### src/rtl/piso_pkg.sv
// Shared types and sizing for the 2-bit-symbol PISO serializer.
// The default word/symbol sizes fix NSYM and the counter width.
package piso_pkg;

    localparam int DATA_W_DEF = 8;
    localparam int SYM_W_DEF  = 2;
    localparam int NSYM       = DATA_W_DEF / SYM_W_DEF;
    localparam int CNT_W      = $clog2(NSYM + 1);

    typedef enum logic {
        IDLE  = 1'b0,
        SHIFT = 1'b1
    } state_t;

    // Parity symbol: the parity bit in the LSB, zeros above it.
    function automatic logic [SYM_W_DEF-1:0] parity_sym(input logic par);
        return {{(SYM_W_DEF-1){1'b0}}, par};
    endfunction

endpackage

### src/rtl/piso_serializer.sv
// 8-bit word -> 2-bit symbols MSB first with first/last framing; first symbol one edge after accept,
// back-to-back words stream bubble-free, out_ready stalls hold all outputs. PISO_PARITY_EN appends a parity symbol.
module piso_serializer
    import piso_pkg::*;
#(
    parameter int DATA_W = DATA_W_DEF,
    parameter int SYM_W  = SYM_W_DEF
) (
    input  logic              clk,
    input  logic              reset,
    input  logic [DATA_W-1:0] in_pi_word,
    input  logic              in_valid,
    output logic              in_ready,
    output logic [SYM_W-1:0]  out_so_symbol,
    output logic              out_valid,
    input  logic              out_ready,
    output logic              out_first,
    output logic              out_last,
    output logic              busy
);

`ifdef PISO_PARITY_EN
    localparam logic [CNT_W-1:0] LAST_CNT = CNT_W'(NSYM);
`else
    localparam logic [CNT_W-1:0] LAST_CNT = CNT_W'(NSYM - 1);
`endif

    state_t             state;
    state_t             state_nxt;
    logic [DATA_W-1:0]  shift_reg;
    logic [CNT_W-1:0]   cnt;
    logic               accept;
    logic               advance;
`ifdef PISO_PARITY_EN
    logic               parity_q;
`endif

    always_ff @(posedge clk or posedge reset) begin
        if (reset) begin
            state <= IDLE;
        end else begin
            state <= state_nxt;
        end
    end

    always_comb begin
        state_nxt     = state;
        out_valid     = (state == SHIFT);
        out_first     = out_valid && (cnt == '0);
        out_last      = out_valid && (cnt == LAST_CNT);
        busy          = out_valid;
        out_so_symbol = '0;
        if (out_valid) begin
            out_so_symbol = shift_reg[DATA_W-1 -: SYM_W];
`ifdef PISO_PARITY_EN
            if (cnt == CNT_W'(NSYM)) begin
                out_so_symbol = SYM_W'(parity_sym(parity_q));
            end
`endif
        end
        // Reload on the last-symbol handshake keeps consecutive words gap-free.
        in_ready = !reset && ((state == IDLE) || (out_last && out_ready));
        accept   = in_valid && in_ready;
        advance  = out_valid && out_ready;

        case (state)
            IDLE: begin
                if (accept) begin
                    state_nxt = SHIFT;
                end
            end
            SHIFT: begin
                if (advance && out_last) begin
                    state_nxt = accept ? SHIFT : IDLE;
                end
            end
            default: state_nxt = IDLE;
        endcase
    end

    always_ff @(posedge clk or posedge reset) begin
        if (reset) begin
            shift_reg <= '0;
            cnt       <= '0;
`ifdef PISO_PARITY_EN
            parity_q  <= 1'b0;
`endif
        end else if (accept) begin
            shift_reg <= in_pi_word;
            cnt       <= '0;
`ifdef PISO_PARITY_EN
            parity_q  <= ^in_pi_word;
`endif
        end else if (advance) begin
            shift_reg <= shift_reg << SYM_W;
            cnt       <= cnt + 1'b1;
        end
    end

endmodule
### config.mk
export PLATFORM = sky130hd
export DESIGN_NAME = piso_serializer
export DESIGN_NICKNAME = d
export VERILOG_FILES = /design/src/rtl/piso_pkg.sv /design/src/rtl/piso_serializer.sv
export SDC_FILE = /design/constraint.sdc
export NUM_CORES = 1
export LEC_CHECK = 0
export BUFFER_PORTS_ARGS = -buffer_cell sky130_fd_sc_hd__buf_4
export CORE_MARGIN = 1.5
export CORE_UTILIZATION = 49
export CTS_BUF_LIST = sky130_fd_sc_hd__clkbuf_16
export CTS_CLUSTER_DIAMETER = 100
export CTS_CLUSTER_SIZE = 14
export DETAILED_ROUTE_END_ITERATION = 7
export GPL_ROUTABILITY_DRIVEN = 1
export PLACE_DENSITY = 0.75
export SYNTH_ARGS = -nofsm -noshare
export SYNTH_HDL_FRONTEND = slang
export SYNTH_SLANG_ARGS = --single-unit
### constraint.sdc
create_clock -name clk -period 1.8 [get_ports clk]
set_input_delay 0 -clock clk [delete_from_list [all_inputs] [get_ports clk]]
set_output_delay 0 -clock clk [all_outputs]
set_load 0.005 [all_outputs]
# Yosys cells after proc, flatten, opt, wreduce, memory -nomap -nowiden
# Cells that the tools add are included.
[word_totals]
ff_bits = 12
inputBits = 12
output_inout_bits = 7
elab_cells = 25
[op_classes]
addsub = 1
eq_ne = 1
muxes = 8
n_bitwise = 1
reduce_logical = 11
[op_table]
columns = ["operator", "n"]
rows = [
  ["8-bit two-way mux", 2],
  ["1-bit logical AND", 7],
  ["3-bit two-way mux", 2],
  ["3-bit by 1-bit adder with 3-bit output, second input constant", 1],
  ["3-bit by 2-bit equality test with 1-bit output, second input constant", 1],
  ["3-bit logical NOT", 1],
  ["1-bit two-way mux", 2],
  ["2-bit two-way mux", 1],
  ["1-bit case mux with 2 select lines", 1],
  ["2-bit nonzero test", 1],
  ["1-bit logical NOT", 1],
  ["1-bit logical OR", 1],
  ["1-bit inverter", 1],
]

# Longest topological paths before layout
[logic_depth]
word_depth = 9
mapped_depth = 6
ltp_nobuf = 5

# Worst setup path after synthesis
# No wires, ideal clock.
[synth_path]
path_kind = "reg2reg"
start = "register cnt[0]"
end = "register shift_reg[2]"
setup_time_ns = 0.125
t_arrival_ns = 1.428
required_time_ns = 1.675
slack_ns = 0.247
path_stages_with_launch = 7
path_buffers = 1
period_less_slack_ns = 1.553
path_cell_list = "dfrtp_1 ha_1 ha_1 a21boi_2 nor3b_4 buf_6 mux2_4"
[synth_via]
elab_chain_cells = 7
elab_cells_between_ends = 8
cone_classes = "eq/ne (1); mux (1); reduce/logical (6)"
[synth_lines]
columns = ["element", "line", "source"]
rows = [
  ["start: declaration", "piso_serializer.sv:31", "logic [CNT_W-1:0] cnt;"],
  ["start signal: assignment", "piso_serializer.sv:96", "cnt <= cnt + 1'b1;"],
  ["3-bit by 2-bit equality test with 1-bit output (*)", "piso_serializer.sv:50", "out_last = out_valid && (cnt == LAST_CNT);"],
  ["1-bit logical AND (*)", "piso_serializer.sv:50", ""],
  ["1-bit logical AND (*)", "piso_serializer.sv:62", "in_ready = !reset && ((state == IDLE) || (out_last && out_ready));"],
  ["1-bit logical OR (*)", "piso_serializer.sv:62", ""],
  ["1-bit logical AND (*)", "piso_serializer.sv:62", ""],
  ["1-bit logical AND (*)", "piso_serializer.sv:63", "accept = in_valid && in_ready;"],
  ["8-bit two-way mux or 2-bit nonzero test (tied branches)", "n/a", ""],
  ["end signal: assignment", "piso_serializer.sv:89", "shift_reg <= in_pi_word;"],
  ["end signal: assignment", "piso_serializer.sv:95", "shift_reg <= shift_reg << SYM_W;"],
  ["end: declaration", "piso_serializer.sv:30", "logic [DATA_W-1:0] shift_reg;"],
]
# Mark *: on every way between the ends. The rest lies on a longest branch, timed or not.
# A chain may end at the register's enable or synchronous reset.

# Worst setup path after layout
[layout_path]
start = "register cnt[1]"
end = "register state, in the netlist busy"
[layout_via]
elab_chain_cells = 9
elab_cells_between_ends = 10
cone_classes = "eq/ne (1); mux (3); reduce/logical (6)"
[layout_lines]
columns = ["element", "line", "source"]
rows = [
  ["3-bit by 2-bit equality test with 1-bit output (*)", "piso_serializer.sv:50", ""],
  ["1-bit logical AND (*)", "piso_serializer.sv:50", ""],
  ["1-bit logical AND", "piso_serializer.sv:62", ""],
  ["1-bit logical OR", "piso_serializer.sv:62", ""],
  ["1-bit logical AND", "piso_serializer.sv:62", ""],
  ["1-bit logical AND", "piso_serializer.sv:63", ""],
  ["1-bit two-way mux", "piso_serializer.sv:68, piso_serializer.sv:74", ""],
  ["1-bit two-way mux", "piso_serializer.sv:73", "if (advance && out_last) begin"],
  ["1-bit case mux with 2 select lines (*)", "piso_serializer.sv:66", "case (state)"],
  ["named net state_nxt", "piso_serializer.sv:29", "state_t state_nxt;"],
  ["end signal: assignment", "piso_serializer.sv:42", "state <= state_nxt;"],
  ["end: declaration", "piso_serializer.sv:28", "state_t state;"],
]
# The timed path passes the listed nets; every way through them passes the cells marked *.

==> run summary <==
crit-path cells: ha_1, ha_1, a21boi_4, nor3b_4, buf_12, buf_4, or2_2
Pre-antenna DRT Iters: 4
ANT nets after route: 0
crit-path max FO: 8
synth top area cells: dfrtp_1, mux2_2, mux2_4
relative slew slack: 0.695
P per Cell Area: 1450 nW/um^2
fraction of layout cells with a size suffix above 1: 0.488
largest net degree at the start of global routing: 13
WP data required: 1920 ps
Max-Cap Viols: 0
vias: 502
Area after DPL: 811 sq um
DP HPWL: 826 microns
Final setup viols: 0
RSZ-0062 raised after global routing: false
H-tree levels: 1
Non-Filler Cell Area, Final: 988 sq um
Yosys top cell area share: 0.442
ys flop type: dfrtp_1
die area: 1620 sq um
IO Count: 19
minimum clock period: 1740 ps
Yosys reg bits: 12
Placer Congestion: 0.675
max-slew violations: 0
Yosys cell types: 20
Synth area leader: dfrtp_1
asr flop ratio synth: 1.00
ant diodes: 0
crit-path most repeated cell: ha_1
Worst Skew: 1.14 ps
Initial DRC Count: 4
Mean Syn Cell Area: 12.1 sq um
Remaining DRCs: 0
final hold slack: 2.37 ps
critical path arrival: 1860 ps
Layout area overhead: 45.5%
Power Total: 1.44 mW
TritonCTS clock tree: done
first-pass GRT wire length: 1930 microns
post-synthesis sequential area ratio: 0.442
total track usage: 0.197
Util after Layout: 0.760
mapped cell area: 679 sq um
chip width: 40.2 microns
FP Rows: 13
post-synth net total: 71
antenna violations before repair: 0
DR vias/cell: 5.07
Post-synth top cells: dfrtp_1, mux2_2, inv_1
period utilization: 0.967
Initial Util: 0.522
die height: 40.2 microns
clock latency on the worst-skew pair: 240 ps
Post-synth EDFFs: 0
vias in the first global route: 431
gr ovfl total: 0
CTS buffer count: 3
CTS Sinks: 12
WS Path Type: flop to flop
Crit. End Element: flop
Worst-Margin Slew: 457 ps
worst vdd ir: 776 uV
Synth warnings: 0
final hold viol count: 0
Max stage delay on crit path: 390 ps
CP Launch Type: flop
Slowest-stage cell, CP: dfrtp_1
Fmax achieved: 574 MHz
Port Buffers: 18
clk slew on worst S/H paths: 40 ps
leakage: 0.506 nW
Worst Hold Class: input port to flop
status: finished clean
Max clock buf depth: 2
core area: 1300 sq um
max FFs per register: 8
count leader, synth: dfrtp_1
WL/cell: 13.4 microns
Mapped Cells: 56
nets: 101
DRT Wirelength: 1330 microns
CTS root buf: clkbuf_16
layout make-up:
type / instances / area, sq um
Multi-Input combinational cell: 35 / 334
Inverter: 6 / 22.5
Tap cell: 15 / 18.8
Timing Repair Buffer: 28 / 238
Clock buffer: 3 / 75.1
Sequential cell: 12 / 300
Fill cell: 93 / 313
critical path: cells and delay by family (launching register included):
kind / cells / cell delay [ps]
adders and majority gates: 2 / 410
buffers and inverters: 2 / 280
and+or+nand+nor: 2 / 340
DFF: 1 / 390
AOI/OAI and AO/OA: 1 / 200
placed cells by master, fill, tap and decap left out, drive strengths merged:
cell         synthesis  final
nand2                4      4
a21boi               1      1
ha                   3      3
dlygate4sd3          0      6
or2                  1      1
nand3                1      1
xnor2                1      1
and2                 3      3
clkbuf               0      3
a21oi                2      2
mux2                12     12
and3                 1      1
dfrtp               12     12
buf                  3     22
nor2                 2      2
a311oi               1      1
nor3b                1      1
mux2i                2      2
inv                  6      6
layer usage:
layer,global-route usage,wire (microns)
met3,0.0667,94
met1,0.247,615
met5,0,0
met4,0.100,38
met2,0.298,577
path summary, 6_finish.rpt:
path | depth (start not counted) | startpoint | slack, ps | endpoint
max | 7 | cnt[1] | 60 | busy
min | 2 | in_pi_word[5] | 2 | shift_reg[5]
max reg2reg | 7 | cnt[1] | 60 | busy
min reg2reg | 2 | shift_reg[1] | 520 | shift_reg[1]
max in group asynchronous | 3 | reset | 1120 | cnt[2]
min in group asynchronous | 3 | reset | 370 | shift_reg[3]
power breakdown:
part	total [mW]	switching [mW]	internal [mW]	leakage [nW]
registers	0.443	0.0582	0.385	0.152
logic	0.596	0.228	0.368	0.317
clock network	0.398	0.109	0.289	0.0370
repair_timing:
action | in CTS | in global routing
hold buffers | 6 | 0
gates resized for setup | 0 | 1
setup buffers | 3 | 0
setup endpoints to repair | 6 | 2
pin swaps | 1 | 0
hold endpoints to repair | 17 | 0
cell families (layout without fill, tap and decap cells):
family          after synthesis  in the layout  share of synthesized area
mux                          14             14                      0.250
simple gates                 13             13                      0.118
flops                        12             12                      0.442
compound gates                4              4                     0.0442
buf+inv                       9             37                     0.0773
fa+ha+maj                     3              3                     0.0553
xor+xnor                      1              1                     0.0129
stage by stage:
stage,instances,setup WS (ps),TNS (ps)
after CTS,99,28.5,0
after global placement,87,-20.0,-39.5
after floorplan,56,247,0
after detailed placement,87,-72.6,-223
after global routing,99,16.1,0
final,99,58.8,0
No activity file was read; power rests on OpenSTA's default activity.
